==> config.mk <==
export PLATFORM = sky130hd
export DESIGN_NAME = model_scoreboard
export DESIGN_NICKNAME = d
export VERILOG_FILES = /design/src/rtl/model_scoreboard.sv
export SDC_FILE = /design/constraint.sdc
export NUM_CORES = 1
export LEC_CHECK = 0
export CAP_MARGIN = 20
export CORE_MARGIN = 1
export CORE_UTILIZATION = 59
export CTS_BUF_LIST = sky130_fd_sc_hd__clkbuf_16
export CTS_CLUSTER_DIAMETER = 40
export DETAILED_ROUTE_END_ITERATION = 8
export GPL_TIMING_DRIVEN = 0
export HOLD_SLACK_MARGIN = 0.12
export PLACE_DENSITY_LB_ADDON = 0.15
export SLEW_MARGIN = 20
export SYNTH_ARGS = -nofsm -noshare
export SYNTH_HDL_FRONTEND = slang
export SYNTH_SLANG_ARGS = --single-unit
export TNS_END_PERCENT = 10
==> constraint.sdc <==
create_clock -name g_clk -period 8.15 [get_ports g_clk]
set_input_delay 1.63 -clock g_clk [delete_from_list [all_inputs] [get_ports g_clk]]
set_output_delay 1.63 -clock g_clk [all_outputs]
set_load 0.01 [all_outputs]
==> src/rtl/model_scoreboard.sv <==
// -----------------------------------------------------------------------------
// model_scoreboard
//
// In-order scoreboard between the golden reference model (GRM) and the DUT.
// GRM writeback transactions are queued in a DEPTH-entry FIFO and retired
// against DUT writeback transactions as they arrive, so the DUT may lag the
// GRM by up to DEPTH instructions. Errors are reported as a registered pulse,
// a sticky flag, a cause code and saturating counters.
//
// Optional feature macro: MODEL_SCOREBOARD_TIMEOUT_EN
//   defined   -> head-of-queue stall watchdog, raises code 4 every TIMEOUT
//                stalled cycles
//   undefined -> no watchdog logic, code 4 never produced
//
// Parameters:
//   XLEN    width of rd data
//   DEPTH   GRM queue entries (power of two, >= 2)
//   TIMEOUT maximum cycles the queue head may wait for a DUT output
//   CNT_W   width of the statistics counters
//
// Ports:
//   g_clk, g_resetn           clock, synchronous active-low reset
//   g_clk_req                 high while queue non-empty or any valid high
//   grm_out_valid, grm_*      GRM writeback transaction (push side)
//   dut_out_valid, dut_*      DUT writeback transaction (pop/compare side)
//   err_pulse                 one-cycle error indication
//   err_code                  0 none, 1 mismatch, 2 underflow, 3 overflow,
//                             4 timeout; holds until the next error
//   err_sticky                set on first error, cleared only by reset
//   busy                      queue non-empty (registered)
//   n_checked, n_errors       saturating compare / error counters
// -----------------------------------------------------------------------------
module model_scoreboard #(
    parameter int XLEN    = 32,
    parameter int DEPTH   = 4,
    parameter int TIMEOUT = 64,
    parameter int CNT_W   = 16
) (
    input  logic             g_clk,
    input  logic             g_resetn,
    output logic             g_clk_req,
    input  logic             grm_out_valid,
    input  logic [2:0]       grm_result,
    input  logic             grm_rd_wen,
    input  logic [4:0]       grm_rd_addr,
    input  logic [XLEN-1:0]  grm_rd_data,
    input  logic             dut_out_valid,
    input  logic [2:0]       dut_result,
    input  logic             dut_rd_wen,
    input  logic [4:0]       dut_rd_addr,
    input  logic [XLEN-1:0]  dut_rd_data,
    output logic             err_pulse,
    output logic [2:0]       err_code,
    output logic             err_sticky,
    output logic             busy,
    output logic [CNT_W-1:0] n_checked,
    output logic [CNT_W-1:0] n_errors
);

    localparam int PTR_W = $clog2(DEPTH);
    // Entry layout: {result[2:0], rd_wen, rd_addr[4:0], rd_data[XLEN-1:0]}
    localparam int ENT_W = XLEN + 9;

    localparam logic [PTR_W:0]   PTR_INC  = {{PTR_W{1'b0}}, 1'b1};
    localparam logic [CNT_W-1:0] CNT_INC  = {{(CNT_W-1){1'b0}}, 1'b1};
    localparam logic [CNT_W-1:0] CNT_MAX  = {CNT_W{1'b1}};

    localparam logic [2:0] ERR_NONE      = 3'd0;
    localparam logic [2:0] ERR_MISMATCH  = 3'd1;
    localparam logic [2:0] ERR_UNDERFLOW = 3'd2;
    localparam logic [2:0] ERR_OVERFLOW  = 3'd3;
    localparam logic [2:0] ERR_TIMEOUT   = 3'd4;

    // Reject illegal configurations at elaboration time.
    if ((DEPTH < 2) || ((DEPTH & (DEPTH - 32'sd1)) != 0) || (TIMEOUT < 2)) begin : g_bad_param
        $error("model_scoreboard: DEPTH must be a power of two >= 2 and TIMEOUT >= 2");
    end

    // Compare an expected entry with a DUT entry. Case equality makes any X/Z
    // on a compared DUT field a mismatch; address and data only matter when
    // the expected transaction actually writes a register.
    function automatic logic entry_match(input logic [ENT_W-1:0] exp_e,
                                         input logic [ENT_W-1:0] dut_e);
        logic ctrl_ok;
        logic wb_ok;
        ctrl_ok = (exp_e[ENT_W-1 -: 4] === dut_e[ENT_W-1 -: 4]);
        wb_ok   = (exp_e[XLEN+4:0] === dut_e[XLEN+4:0]);
        return ctrl_ok && (!exp_e[XLEN+5] || wb_ok);
    endfunction

    logic [ENT_W-1:0] mem_r [DEPTH];
    logic [PTR_W:0]   wr_ptr_r;
    logic [PTR_W:0]   rd_ptr_r;
    logic             busy_r;
    logic             err_pulse_r;
    logic [2:0]       err_code_r;
    logic             err_sticky_r;
    logic [CNT_W-1:0] n_checked_r;
    logic [CNT_W-1:0] n_errors_r;

    logic [ENT_W-1:0] grm_ent_s;
    logic [ENT_W-1:0] dut_ent_s;
    logic [ENT_W-1:0] head_ent_s;
    logic             empty_s;
    logic             full_s;
    logic             bypass_s;
    logic             pop_s;
    logic             push_s;
    logic             compare_s;
    logic             underflow_s;
    logic             overflow_s;
    logic             mismatch_s;
    logic             timeout_s;
    logic             err_any_s;
    logic [2:0]       err_code_s;
    logic [PTR_W:0]   wr_ptr_nxt_s;
    logic [PTR_W:0]   rd_ptr_nxt_s;

`ifdef MODEL_SCOREBOARD_TIMEOUT_EN
    localparam int              TO_W    = $clog2(TIMEOUT + 1);
    localparam logic [TO_W-1:0] TO_ZERO = {TO_W{1'b0}};
    localparam logic [TO_W-1:0] TO_INC  = {{(TO_W-1){1'b0}}, 1'b1};
    localparam logic [TO_W-1:0] TO_LAST = TO_W'(TIMEOUT - 32'sd1);

    logic [TO_W-1:0] to_cnt_r;
`endif

    // Queue status, push/pop decisions, compare and error classification.
    always_comb begin
        grm_ent_s    = {grm_result, grm_rd_wen, grm_rd_addr, grm_rd_data};
        dut_ent_s    = {dut_result, dut_rd_wen, dut_rd_addr, dut_rd_data};
        head_ent_s   = mem_r[rd_ptr_r[PTR_W-1:0]];
        empty_s      = (wr_ptr_r == rd_ptr_r);
        // Same slot, different lap bit -> writer is a full lap ahead.
        full_s       = (wr_ptr_r[PTR_W] != rd_ptr_r[PTR_W]) &&
                       (wr_ptr_r[PTR_W-1:0] == rd_ptr_r[PTR_W-1:0]);
        // With an empty queue a same-cycle GRM/DUT pair is checked directly.
        bypass_s     = empty_s && grm_out_valid && dut_out_valid;
        pop_s        = dut_out_valid && !empty_s;
        underflow_s  = dut_out_valid && empty_s && !grm_out_valid;
        // A pop in the same cycle frees the slot, so full+pop+push is legal.
        overflow_s   = grm_out_valid && full_s && !pop_s;
        push_s       = grm_out_valid && !bypass_s && !overflow_s;
        compare_s    = bypass_s || pop_s;
        mismatch_s   = 1'b0;
        timeout_s    = 1'b0;
        err_code_s   = ERR_NONE;

        if (bypass_s) begin
            mismatch_s = !entry_match(grm_ent_s, dut_ent_s);
        end else if (pop_s) begin
            mismatch_s = !entry_match(head_ent_s, dut_ent_s);
        end else begin
            mismatch_s = 1'b0;
        end

`ifdef MODEL_SCOREBOARD_TIMEOUT_EN
        timeout_s = !empty_s && !pop_s && (to_cnt_r == TO_LAST);
`else
        timeout_s = 1'b0;
`endif

        err_any_s = overflow_s || underflow_s || timeout_s || mismatch_s;

        if (overflow_s) begin
            err_code_s = ERR_OVERFLOW;
        end else if (underflow_s) begin
            err_code_s = ERR_UNDERFLOW;
        end else if (timeout_s) begin
            err_code_s = ERR_TIMEOUT;
        end else if (mismatch_s) begin
            err_code_s = ERR_MISMATCH;
        end else begin
            err_code_s = ERR_NONE;
        end

        wr_ptr_nxt_s = push_s ? (wr_ptr_r + PTR_INC) : wr_ptr_r;
        rd_ptr_nxt_s = pop_s  ? (rd_ptr_r + PTR_INC) : rd_ptr_r;
    end

    // Queue storage; contents need no reset because the pointers define validity.
    always_ff @(posedge g_clk) begin
        if (g_resetn && push_s) begin
            mem_r[wr_ptr_r[PTR_W-1:0]] <= grm_ent_s;
        end
    end

    // Pointers, status and error reporting registers.
    always_ff @(posedge g_clk) begin
        if (!g_resetn) begin
            wr_ptr_r     <= {(PTR_W+1){1'b0}};
            rd_ptr_r     <= {(PTR_W+1){1'b0}};
            busy_r       <= 1'b0;
            err_pulse_r  <= 1'b0;
            err_code_r   <= ERR_NONE;
            err_sticky_r <= 1'b0;
            n_checked_r  <= {CNT_W{1'b0}};
            n_errors_r   <= {CNT_W{1'b0}};
        end else begin
            wr_ptr_r     <= wr_ptr_nxt_s;
            rd_ptr_r     <= rd_ptr_nxt_s;
            busy_r       <= (wr_ptr_nxt_s != rd_ptr_nxt_s);
            err_pulse_r  <= err_any_s;
            err_sticky_r <= err_sticky_r | err_any_s;
            if (err_any_s) begin
                err_code_r <= err_code_s;
            end
            if (compare_s && (n_checked_r != CNT_MAX)) begin
                n_checked_r <= n_checked_r + CNT_INC;
            end
            // At most one error count per cycle, however many causes fired.
            if (err_any_s && (n_errors_r != CNT_MAX)) begin
                n_errors_r <= n_errors_r + CNT_INC;
            end
        end
    end

`ifdef MODEL_SCOREBOARD_TIMEOUT_EN
    // Head-of-queue stall counter; restarts after each timeout so the entry
    // keeps reporting once per TIMEOUT stalled cycles.
    always_ff @(posedge g_clk) begin
        if (!g_resetn) begin
            to_cnt_r <= TO_ZERO;
        end else if (empty_s || pop_s || timeout_s) begin
            to_cnt_r <= TO_ZERO;
        end else begin
            to_cnt_r <= to_cnt_r + TO_INC;
        end
    end
`endif

    assign g_clk_req  = busy_r || grm_out_valid || dut_out_valid;
    assign busy       = busy_r;
    assign err_pulse  = err_pulse_r;
    assign err_code   = err_code_r;
    assign err_sticky = err_sticky_r;
    assign n_checked  = n_checked_r;
    assign n_errors   = n_errors_r;

endmodule

## Yosys cells after proc, flatten, opt, wreduce, memory -nomap -nowiden

Memories as Yosys holds them, arrays and structs flattened. A register that Yosys moved wholly into a read port is not among the register bits.
Cells that the tools add are included.

- Bits in registers: 44
- Bits in writable memories: 164
- Logic and storage cells: 65
- Memories kept: 1

- $add $sub $neg: 4
- Equality and inequality tests: 10
- Muxes and demuxes: 10
- Bitwise logic cells: 1
- Reductions and logical operators: 31

Memory list:

| name | words | bits a word | rd ports | clocked after Yosys merged registers in | wr ports | line | text |
|---|---|---|---|---|---|---|---|
| mem_r | 4 | 41 | 1 | 1 | 1 | 91 | `logic [ENT_W-1:0] mem_r [DEPTH];` |

Operator list:

| cell | number |
|---|---|
| $eqx A37 B37 Y1 | 2 |
| $add A16 B1 Y16 const B | 2 |
| $ne A16 B16 Y1 const B | 2 |
| $logic_and A1 B1 Y1 | 15 |
| $logic_not A1 Y1 | 9 |
| $eqx A4 B4 Y1 | 2 |
| $logic_or A1 B1 Y1 | 7 |
| $add A3 B1 Y3 const B | 2 |
| $mux W2 | 3 |
| $mux W3 | 2 |
| $mux W1 | 5 |
| $eq A3 B3 Y1 | 1 |
| $ne A3 B3 Y1 | 1 |
| $eq A2 B2 Y1 | 1 |
| $ne A1 B1 Y1 | 1 |
| $or A1 B1 Y1 | 1 |

## Logic depth before layout (Yosys ltp)

- Word-level depth: 10
- Mapped depth: 11

## Worst setup path after synthesis

OpenSTA, ideal clock, no wires.

- Path type: input-to-output
- Start: input port dut_out_valid
- End: output port g_clk_req
- Data arrival time: 2.038 ns
- Required time: 6.520 ns
- Setup slack: 4.482 ns
- Stages on the path: 1
- Path buffers: 0
- Cells stage by stage: or3_1

- Longest elaborated chain between the ends: 1

RTL lines:

| what | line | text |
|---|---|---|
| from (decl) | 47 | `input logic dut_out_valid,` |
| $logic_or A1 B1 Y1 | 232 | `assign g_clk_req = busy_r \|\| grm_out_valid \|\| dut_out_valid;` |
| to (decl) | 41 | `output logic g_clk_req,` |

No other way between the ends.

## Worst setup path after layout

- Start: input port grm_out_valid
- End: output port g_clk_req

- Longest elaborated chain between the ends: 2

RTL lines:

| what | line | text |
|---|---|---|
| from (decl) | 42 | `input logic grm_out_valid,` |
| $logic_or A1 B1 Y1 (2 in series) | 232 |  |

No other way between the ends.

==> flow_metrics.tcl <==
set metrics [dict create \
    maxCapViolations 0 \
    r2r_cells 11 \
    synth_xor_area_share_pct 10.8 \
    cp.required_ns 6.52 \
    wl_met3_mm 1.16 \
    timing.rr.start "rd_ptr_r[0]" \
    vdd_ir_drop_max_uv 183 \
    dpl_worst_slack_ns 3.48 \
    synth.most_common_cell "edfxtp_1" \
    drc 0 \
    ys_seq_area_share_pct 62.9 \
    yosys.area_share.simple_pct 9.23 \
    finalHoldViolCount 0 \
    top_layer "met4" \
    fin_tns_setup_ns 0 \
    yosysUniqueCellTypes 49 \
    status "complete, no violations" \
    cts_resized 0 \
    n_antenna_cell 0 \
    critPathLaunchType "input port" \
    clk_pin_slew_worst_paths_ns 0.05 \
    fp.dieArea_um2 16100 \
    arrival_ns 3.04 \
    ys.flop_type "edfxtp_1" \
    grt_pass1_wl_mm 32.2 \
    grt_setup_unrepaired "false" \
    cts_buffer_depth 3 \
    setup_violations 0 \
    syn_nets 701 \
    vias 5680 \
    globalplace.congestion 0.855 \
    ys_warn_count 0 \
    grtUsageTotal_pct 26.5 \
    crit_fanout 8 \
    synth_top_family_by_area "multiplexers" \
    synth_area_leader_cell "edfxtp_1" \
    synthAdderAreaFrac_pct 0.953 \
    start_util_pct 60.5 \
    routedWlPerCell_um 20.6 \
    routed_wirelength_mm 20.0 \
    pin_count 125 \
    htreeDepth 1 \
    post_cts_buffers 0 \
    synth_common_cells "edfxtp_1, xnor2_1, xor2_1" \
    r2r-end "n_errors[1]" \
    fin_crit_sh_pct 57.3 \
    worstSkewPairLatency_ns 0.55 \
    grt_antenna_before_repair 0 \
    syn_inst 608 \
    die_h_um 127 \
    antenna_left 0 \
    worst_path_most_repeated_cell "clkdlybuf4s50_1" \
    min_period_ns 4.67 \
    clock_skew_ns 0.0247 \
    syn2layout_area_growth_pct 26.1 \
    drive_gt1_share_pct 13.3 \
    portBuffers 123 \
    r2r_slack_ns 5.10 \
    max_freq_mhz 214 \
    cp-end-kind "output pin" \
    cpPeakStageDelay_ns 0.55 \
    path_delay_family "buffers and inverters" \
    synth-compound-area-share_pct 2.61 \
    ys_seq_elements 207 \
    cp.buffers_inverters 2 \
    drt-initial-drc-count 362 \
    viasPerCell 5.85 \
    numCtsBuffers 28 \
    ys_async_sr_fraction_pct 0 \
    dpl.hpwl_mm 13.3 \
    holdCritPathClass "flop to flop" \
    dieWidth_um 127 \
    cts_tree "built" \
    relSlewSlack_pct 53.7 \
    grt_pass1_vias 6008 \
    synth.area.top_cells "edfxtp_1, dfxtp_1, mux4_2, xnor2_1, xor2_1" \
    cts.sinks 207 \
    grt_max_degree 42 \
    synth_area_um2 9190 \
    cp_slowest_cell "clkdlybuf4s50_1" \
    tightest_slew_ns 0.690 \
    cp.depth 3 \
    path_class "input port to output pin" \
    synth-edff-count 164 \
    dr.pass1.iters 5 \
    globalRoute.totalOverflow 0 \
    cp-startpoint "grm_out_valid" \
    slew_viol_final 0 \
    cellPowerDensity_nw_per_um2 277 \
    critical_path.endpoint "g_clk_req" \
    fin_ws_ns 3.48 \
    met1_length_mm 8.06 \
    wl_met2_mm 10.4 \
    fin_nets 854 \
    coreArea_um2 15200 \
    leakagePower_nw 3.82 \
    core.rowCount 45 \
    yosysTopAreaCellShare_pct 53.6 \
    crit_chain "clkdlybuf4s50_1 -> or3_1 -> clkdlybuf4s50_1" \
    synth_area_per_cell_um2 15.1 \
    muxShareOfSynthArea_pct 11.5 \
    cts-root-buf "clkbuf_16" \
    holdBufCountCts 0 \
]
==> per-layer routing <==
metal | GRT usage (%) | up-vias
met1 | 33.1 | 2832
met5 | 0 | -
met2 | 47.1 | 189
met4 | 7.21 | 0
met3 | 5.23 | 34
li1 | - | 2625
==> cells by family (layout without fill, tap and decap cells) <==
kind of cell               Yosys count  count (layout)
other                                1               1
adders and majority gates            7               7
buffers and inverters               30             205
AOI/OAI and AO/OA                   33              33
and+or+nand+nor                    158             158
xor gates and xnor gates           113             113
muxes                               59              59
DFF                                207             207
==> stage by stage <==
step                util [%]  hold slack (ns)  area [um2]  total power, mW  cells
finish                  76.2            0.441       11600             3.22    971
global route            76.2            0.464       11600             3.34    971
CTS                     76.2            0.445       11600             3.23    971
detailed placement      70.3            0.437       10700             2.06    919
global placement        70.1            0.432       10700             2.04    919
floorplan                  -            0.470        9190             1.82    608
==> worst reg2reg max path, delay by kind of cell, from the launching register on <==
family	cells	cell delay [ns]
compound gates	2	0.40
xor+xnor	1	0.25
buf+inv	3	0.48
flops	1	0.35
mux	2	0.70
simple gates	3	0.74
==> state kept, by name (all words and copies together), names as in the netlist <==
| name | flops |
|---|---|
| mem_r | 164 |
| n_checked | 16 |
| n_errors | 16 |
| rd_ptr_r | 3 |
| wr_ptr_r | 3 |
| err_code | 2 |
| busy | 1 |
| err_pulse | 1 |
| err_sticky | 1 |
==> worst min path at each step <==
stage	cells after the start	end	slack, ns	startpoint
after global routing	2	err_sticky	0.46	err_sticky
after CTS	2	err_sticky	0.45	err_sticky
final	2	err_sticky	0.44	err_sticky
after detailed placement	2	err_sticky	0.44	err_sticky
after global placement	2	err_sticky	0.43	err_sticky
after floorplan	2	err_sticky	0.47	err_sticky
==> placed cells by master, fill, tap and decap left out, types with 5 or more instances in the layout <==
master             n
mux4_2            37
nor4_1            16
clkbuf_1           9
and3_1             7
nand4_1           20
clkdlybuf4s50_1  123
a21oi_1            7
nor2_1            31
nand2b_1          12
clkbuf_16         28
nor3_1             6
ha_1               7
dfxtp_1           43
mux2i_1           22
inv_1              9
nand2_1           31
xor2_1            53
nand3_1           12
edfxtp_1         164
o21ai_0            6
clkinv_1           7
buf_6              7
xnor2_1           59
clkinv_2           5
==> power breakdown <==
group          switching [mW]  internal (mW)
Sequential             0.0327           1.22
Clock                   0.459          0.721
Combinational           0.389          0.396
Total                   0.881           2.33
==> area by class of cell <==
type	instances	area, um2
plain buffers	23	151
repair buffers	123	1230
multi-input cells	371	3250
flip-flops and latches	207	5790
well taps	188	235
inverters	7	26.3
fillers	936	3610
clock buffers	28	701
clock inverters	24	210
Note: power is estimated with default switching activity, not from simulation.
==> patch 1 (same flow settings) <==
The output `err_pulse` loses its register stage (`err_pulse_r` becomes a continuous assignment).
--- a/src/rtl/model_scoreboard.sv
+++ b/src/rtl/model_scoreboard.sv
@@ -191,7 +191,6 @@
             wr_ptr_r     <= {(PTR_W+1){1'b0}};
             rd_ptr_r     <= {(PTR_W+1){1'b0}};
             busy_r       <= 1'b0;
-            err_pulse_r  <= 1'b0;
             err_code_r   <= ERR_NONE;
             err_sticky_r <= 1'b0;
             n_checked_r  <= {CNT_W{1'b0}};
@@ -200,7 +199,6 @@
             wr_ptr_r     <= wr_ptr_nxt_s;
             rd_ptr_r     <= rd_ptr_nxt_s;
             busy_r       <= (wr_ptr_nxt_s != rd_ptr_nxt_s);
-            err_pulse_r  <= err_any_s;
             err_sticky_r <= err_sticky_r | err_any_s;
             if (err_any_s) begin
                 err_code_r <= err_code_s;
@@ -215,6 +213,8 @@
         end
     end
 
+    assign err_pulse_r = err_any_s;
+
 `ifdef MODEL_SCOREBOARD_TIMEOUT_EN
     // Head-of-queue stall counter; restarts after each timeout so the entry
     // keeps reporting once per TIMEOUT stalled cycles.
Formal check against the unedited RTL: not equivalent (a bounded check fails within 4 cycles, from zero or initial values and one cycle with g_resetn low).
==> patch 1 against the original RTL <==
Sequential cell count is 1 lower; total power down 2.5%; synthesized area decreased by 1.4%; die area fell by 1.4%; setup slack got worse by 1.6 ns; largest cell class unchanged; cell count shrank 1.1%; critical endpoint is now err_pulse; design area down 0.89%; largest power group unchanged; routed wire length grew 1.6%.
==> patch 1: results (changes against the original RTL) <==
Status:
- Outcome: complete, no violations (unchanged).

Synth:
- The post-synthesis average cell area came to 15.1 µm² (about the same).
- Main area contributors after synthesis: sky130_fd_sc_hd__edfxtp_1 (54%), sky130_fd_sc_hd__mux4_2 (9.7%), sky130_fd_sc_hd__dfxtp_1 (9.3%) (was sky130_fd_sc_hd__edfxtp_1 (54%), sky130_fd_sc_hd__dfxtp_1 (9.4%), sky130_fd_sc_hd__mux4_2 (9.1%)).
- The number of enable-type register cells in the synthesized netlist is 164 (unchanged).
- The sequential element share of the synthesized area is 63.6% (was 62.9%).
- The count of unique library cells instantiated by Yosys came to 50 (was 49).
- Post-synth top cells: sky130_fd_sc_hd__edfxtp_1 (164), sky130_fd_sc_hd__xnor2_1 (56), sky130_fd_sc_hd__xor2_1 (53), sky130_fd_sc_hd__dfxtp_1 (42), sky130_fd_sc_hd__mux4_2 (39) (was sky130_fd_sc_hd__edfxtp_1 (164), sky130_fd_sc_hd__xnor2_1 (59), sky130_fd_sc_hd__xor2_1 (53), sky130_fd_sc_hd__dfxtp_1 (43), sky130_fd_sc_hd__mux4_2 (37)).
- The net count after synthesis is 694 (was 701).

Critical path:
- The critical register-to-register path startpoint was rd_ptr_r[1]$_SDFF_PN0_ (was rd_ptr_r[0]$_SDFF_PN0_).
- The maximum fanout along the worst path was 10 (was 8).
- The beginning of the critical path is grm_rd_data[8] (was grm_out_valid).
- The stage delay of the slowest cell on the critical path is 0.61 ns (was 0.55 ns).
- The data arrival at the endpoint of the critical path is 4.62 ns (was 3.04 ns).

STA:
- The clock skew after layout is 0.0106 ns (was 0.0247 ns).
- The relative max-transition margin was 48.4% (was 53.7%).

GRT:
- The met3 track utilization from global routing came to 5.86% (was 5.23%).
- The overall routing resource usage is 26.1% (was 26.5%).
- The met2 track utilization from global routing came to 44.7% (was 47.1%).

Finish:
- The number of standard cells in the final layout excluding fillers is 960 (was 971).
- The count of filler cells inserted in the layout is 865 (was 936).
- The number of nets in the finished design was 849 (was 854).
- The share of post-route cells with drive strength above 1 came to 14.2% (was 13.3%).

Placement:
- The weighted congestion reported at the end of routability-driven placement is 0.804 (was 0.855).
- The detailed placement HPWL is 13600 µm (was 13300 µm).
- The total instance count after detailed placement is 910 (was 919).

Power:
- The static power due to leakage is 3.75 nW (was 3.82 nW).

Route:
- The initial detailed-routing violation count was 496 (was 362).
- The average detailed-routed wire length per instance is 21.2 µm (was 20.6 µm).

Clocking:
- The clock latency of the later-clocked register in the worst-skew pair is 0.53 ns (was 0.55 ns).
## patch 1: logic make-up after synthesis
logic type,count (synthesis),synth area share (%)
mux,55,11.5
compound gates,37,2.76
flops,206,63.6
xor+xnor,109,10.5
fa+ha+maj,7,0.966
simple gates,158,8.97
buf+inv,28,1.64
other cells,1,0.0414
## patch 1: worst paths after layout
check                                                end  slack (ns)  depth (start not counted)
worst max-delay path                           err_pulse        1.90                         10
worst min-delay path               err_sticky$_SDFF_PN0_        0.47                          1
worst min register to register     err_sticky$_SDFF_PN0_        0.47                          1
worst max register to register  n_errors[4]$_SDFFE_PN0P_        4.82                         11
## patch 1: layout make-up
class                   count  share of cell area (%)
flip-flops and latches    206                    50.2
well taps                 184                    2.00
inverters                   8                   0.261
multi-input cells         367                    27.5
clock buffers              28                    6.10
repair buffers            125                    11.1
clock inverters            22                    1.78
plain buffers              20                    1.03
## patch 1: worst register-to-register path, cell delays in order, from the launching register on
cell	delay, ns
sky130_fd_sc_hd__dfxtp_1	0.32
sky130_fd_sc_hd__buf_2	0.26
sky130_fd_sc_hd__buf_1	0.61
sky130_fd_sc_hd__mux4_2	0.42
sky130_fd_sc_hd__xnor2_1	0.20
sky130_fd_sc_hd__nand4_1	0.14
sky130_fd_sc_hd__nor4_1	0.38
sky130_fd_sc_hd__nand3_1	0.22
sky130_fd_sc_hd__a21boi_2	0.21
sky130_fd_sc_hd__buf_4	0.19
sky130_fd_sc_hd__nor4b_1	0.09
sky130_fd_sc_hd__mux2i_1	0.15
## patch 1: through the flow
step	hold WS [ns]	instance area, µm²	setup slack, ns
final	0.470	11500	1.90
after detailed placement	0.458	10600	1.91
after CTS	0.470	11500	1.91
after global placement	0.450	10500	1.99
after global routing	0.483	11500	1.74
after floorplan	0.481	9060	3.48
## patch 1: routing by layer
layer	share of wire, %	up-vias	routed length, µm
li1	-	2600	-
met5	0	-	0
met2	50	219	10200
met3	6.5	34	1320
met4	2.0	0	413
met1	41	2896	8430
## patch 1: power by group
part	internal, mW	switching (mW)
logic	0.367	0.373
clock network	0.698	0.458
registers	1.21	0.0322
==> patch 2 (same settings) <==
Made on the original files. Build with the macro `MODEL_SCOREBOARD_TIMEOUT_EN` defined.
--- a/src/rtl/model_scoreboard.sv
+++ b/src/rtl/model_scoreboard.sv
@@ -30,6 +30,8 @@
 //   busy                      queue non-empty (registered)
 //   n_checked, n_errors       saturating compare / error counters
 // -----------------------------------------------------------------------------
+`define MODEL_SCOREBOARD_TIMEOUT_EN
+
 module model_scoreboard #(
     parameter int XLEN    = 32,
     parameter int DEPTH   = 4,
Check against the original RTL: no difference found for any inputs over 4 cycles, from zero or initial values and one cycle with g_resetn low; that may be too few to reach the edited logic, so the function may still have changed.
==> patch 2 against the original RTL <==
Count of clock-buffer cells in the layout did not move; sequential cell count rose by 8; routed wire length rose by 0.99%; design area rose by 2.2%; sequential share of layout area rose by 0.27 points; synthesized area rose by 2.0%; cell count rose by 5.3%; synthesized cell count rose by 4.8%; hold slack got worse by 0.0079 ns; total power rose by 0.19%; setup slack got worse by 0.32 ns.
==> patch 2: results (changes against the original RTL) <==
Status:
- Outcome: complete, no violations (unchanged).

STA:
- The clock skew after layout is 0.0138 ns (was 0.0247 ns).
- The slew at the pin closest to its max-slew limit came to 0.740 ns (was 0.690 ns).

Critical path:
- The maximum fanout along the worst path is 10 (was 8).
- The data arrival at the endpoint of the critical path came to 3.37 ns (was 3.04 ns).
- The critical register-to-register path startpoint is rd_ptr_r[1]$_SDFF_PN0_ (was rd_ptr_r[0]$_SDFF_PN0_).
- The terminus of the critical flop-to-flop path is n_errors[13]$_SDFFE_PN0P_ (was n_errors[1]$_SDFFE_PN0P_).
- The setup slack on the worst flop-to-flop path is 4.33 ns (was 5.10 ns).

Hold path:
- The hold path startpoint is to_cnt_r[6]$_SDFF_PP0_ (was err_sticky$_SDFF_PN0_).
- The endpoint of the worst hold path is to_cnt_r[6]$_SDFF_PP0_ (was err_sticky$_SDFF_PN0_).

Synth:
- Main area contributors after synthesis: sky130_fd_sc_hd__edfxtp_1 (53%), sky130_fd_sc_hd__dfxtp_1 (11%), sky130_fd_sc_hd__mux4_2 (8.4%) (was sky130_fd_sc_hd__edfxtp_1 (54%), sky130_fd_sc_hd__dfxtp_1 (9.4%), sky130_fd_sc_hd__mux4_2 (9.1%)).
- The net count after synthesis is 731 (was 701).
- Post-synth top cells: sky130_fd_sc_hd__edfxtp_1 (164), sky130_fd_sc_hd__xor2_1 (69), sky130_fd_sc_hd__xnor2_1 (52), sky130_fd_sc_hd__dfxtp_1 (51), sky130_fd_sc_hd__nor2_1 (48) (was sky130_fd_sc_hd__edfxtp_1 (164), sky130_fd_sc_hd__xnor2_1 (59), sky130_fd_sc_hd__xor2_1 (53), sky130_fd_sc_hd__dfxtp_1 (43), sky130_fd_sc_hd__mux4_2 (37)).

Route:
- The wire length on met3 came to 1510 µm (was 1160 µm).
- The initial detailed-routing violation count came to 431 (was 362).
- The detailed-route wire length is 20200 µm (was 20000 µm).
- The total length of routed met2 wires came to 9720 µm (was 10400 µm).
- The ratio of routed vias to standard cells is 5.75 (was 5.85).

Placement:
- The setup slack after placement is 3.19 ns (was 3.48 ns).
- The weighted congestion reported at the end of routability-driven placement was 0.802 (was 0.855).
- The standard cell area after detailed placement was 10900 µm² (was 10700 µm²).

Finish:
- The number of nets in the finished design is 885 (was 854).
- The count of filler cells inserted in the layout is 883 (was 936).
- The share of post-route cells with drive strength above 1 is 11.8% (was 13.3%).

Die:
- The area inside the core boundary is 15400 µm² (was 15200 µm²).

GRT:
- The global-route wire length before repair was 31400 µm (was 32200 µm).
- The via count of the first global-routing pass is 6019 (was 6008).
- The overall routing resource usage was 25.5% (was 26.5%).

Power:
- The worst IR drop on VDD is 0.269 mV (was 0.183 mV).

Clocking:
- The number of buffers added by the clock tree synthesis step came to 27 (was 28).
-- patch 2: cell count changes after synthesis, sizes merged, moves of 7 or more --
cell / unedited run / this run
nor2: 31 / 48
xor2: 54 / 69
dfxtp: 43 / 51
xnor2: 59 / 52
-- patch 2: area by class of cell --
type	count	area, µm²	share of cell area, %
clock inverter	21	226	1.91
inverter	8	30.0	0.253
buffer	23	118	0.993
timing repair buffer	125	1270	10.7
tap	211	264	2.23
clock buffer	28	701	5.91
multi-input combinational	391	3290	27.8
sequential	215	5950	50.2
-- patch 2: tightest hold or removal path: stages (launching register included) --
cell                      delay, ns
sky130_fd_sc_hd__dfxtp_1       0.30
sky130_fd_sc_hd__nand2_1       0.05
sky130_fd_sc_hd__nor2_1        0.03
-- patch 2: kinds of logic (layout without fill, tap and decap cells) --
family / Yosys count / in the layout / synth area share, %
compound gates: 30 / 30 / 2.55
xor+xnor: 121 / 121 / 11.3
fa+ha+maj: 8 / 8 / 1.07
buf+inv: 31 / 205 / 1.57
flops: 215 / 215 / 63.4
mux: 59 / 59 / 11.0
simple gates: 173 / 173 / 9.10
-- patch 2: worst max-delay path by stage --
stage	start	to	cells after the start
4_1_cts	dut_out_valid	g_clk_req	4
6_report	dut_out_valid	g_clk_req	4
3_3_place_gp	dut_out_valid	mem_r[0][32]$_DFFE_PP_	5
2_1_floorplan	dut_out_valid	mem_r[3][0]$_DFFE_PP_	4
5_1_grt	dut_out_valid	g_clk_req	4
3_5_place_dp	dut_out_valid	g_clk_req	4
-- patch 2: per-stage QoR --
step                      power (mW)  cells  utilization [%]
after floorplan                 1.81    637                -
after global placement          2.01    971             70.7
after detailed placement        2.04    973             71.1
after CTS                       3.24   1022             77.1
after global routing            3.34   1022             77.1
final                           3.22   1022             77.1
-- patch 2: metal layers --
metal / global-route usage [%] / vias up
met5: 0 / -
met4: 7.06 / 0
li1: - / 2697
met1: 36.1 / 2915
met2: 41.3 / 235
met3: 4.09 / 31
-- patch 2: where the power goes --
group / internal [mW] / total, mW / switching, mW
clock network: 0.777 / 1.21 / 0.428
registers: 1.26 / 1.29 / 0.0322
logic: 0.351 / 0.728 / 0.377
total: 2.38 / 3.22 / 0.837
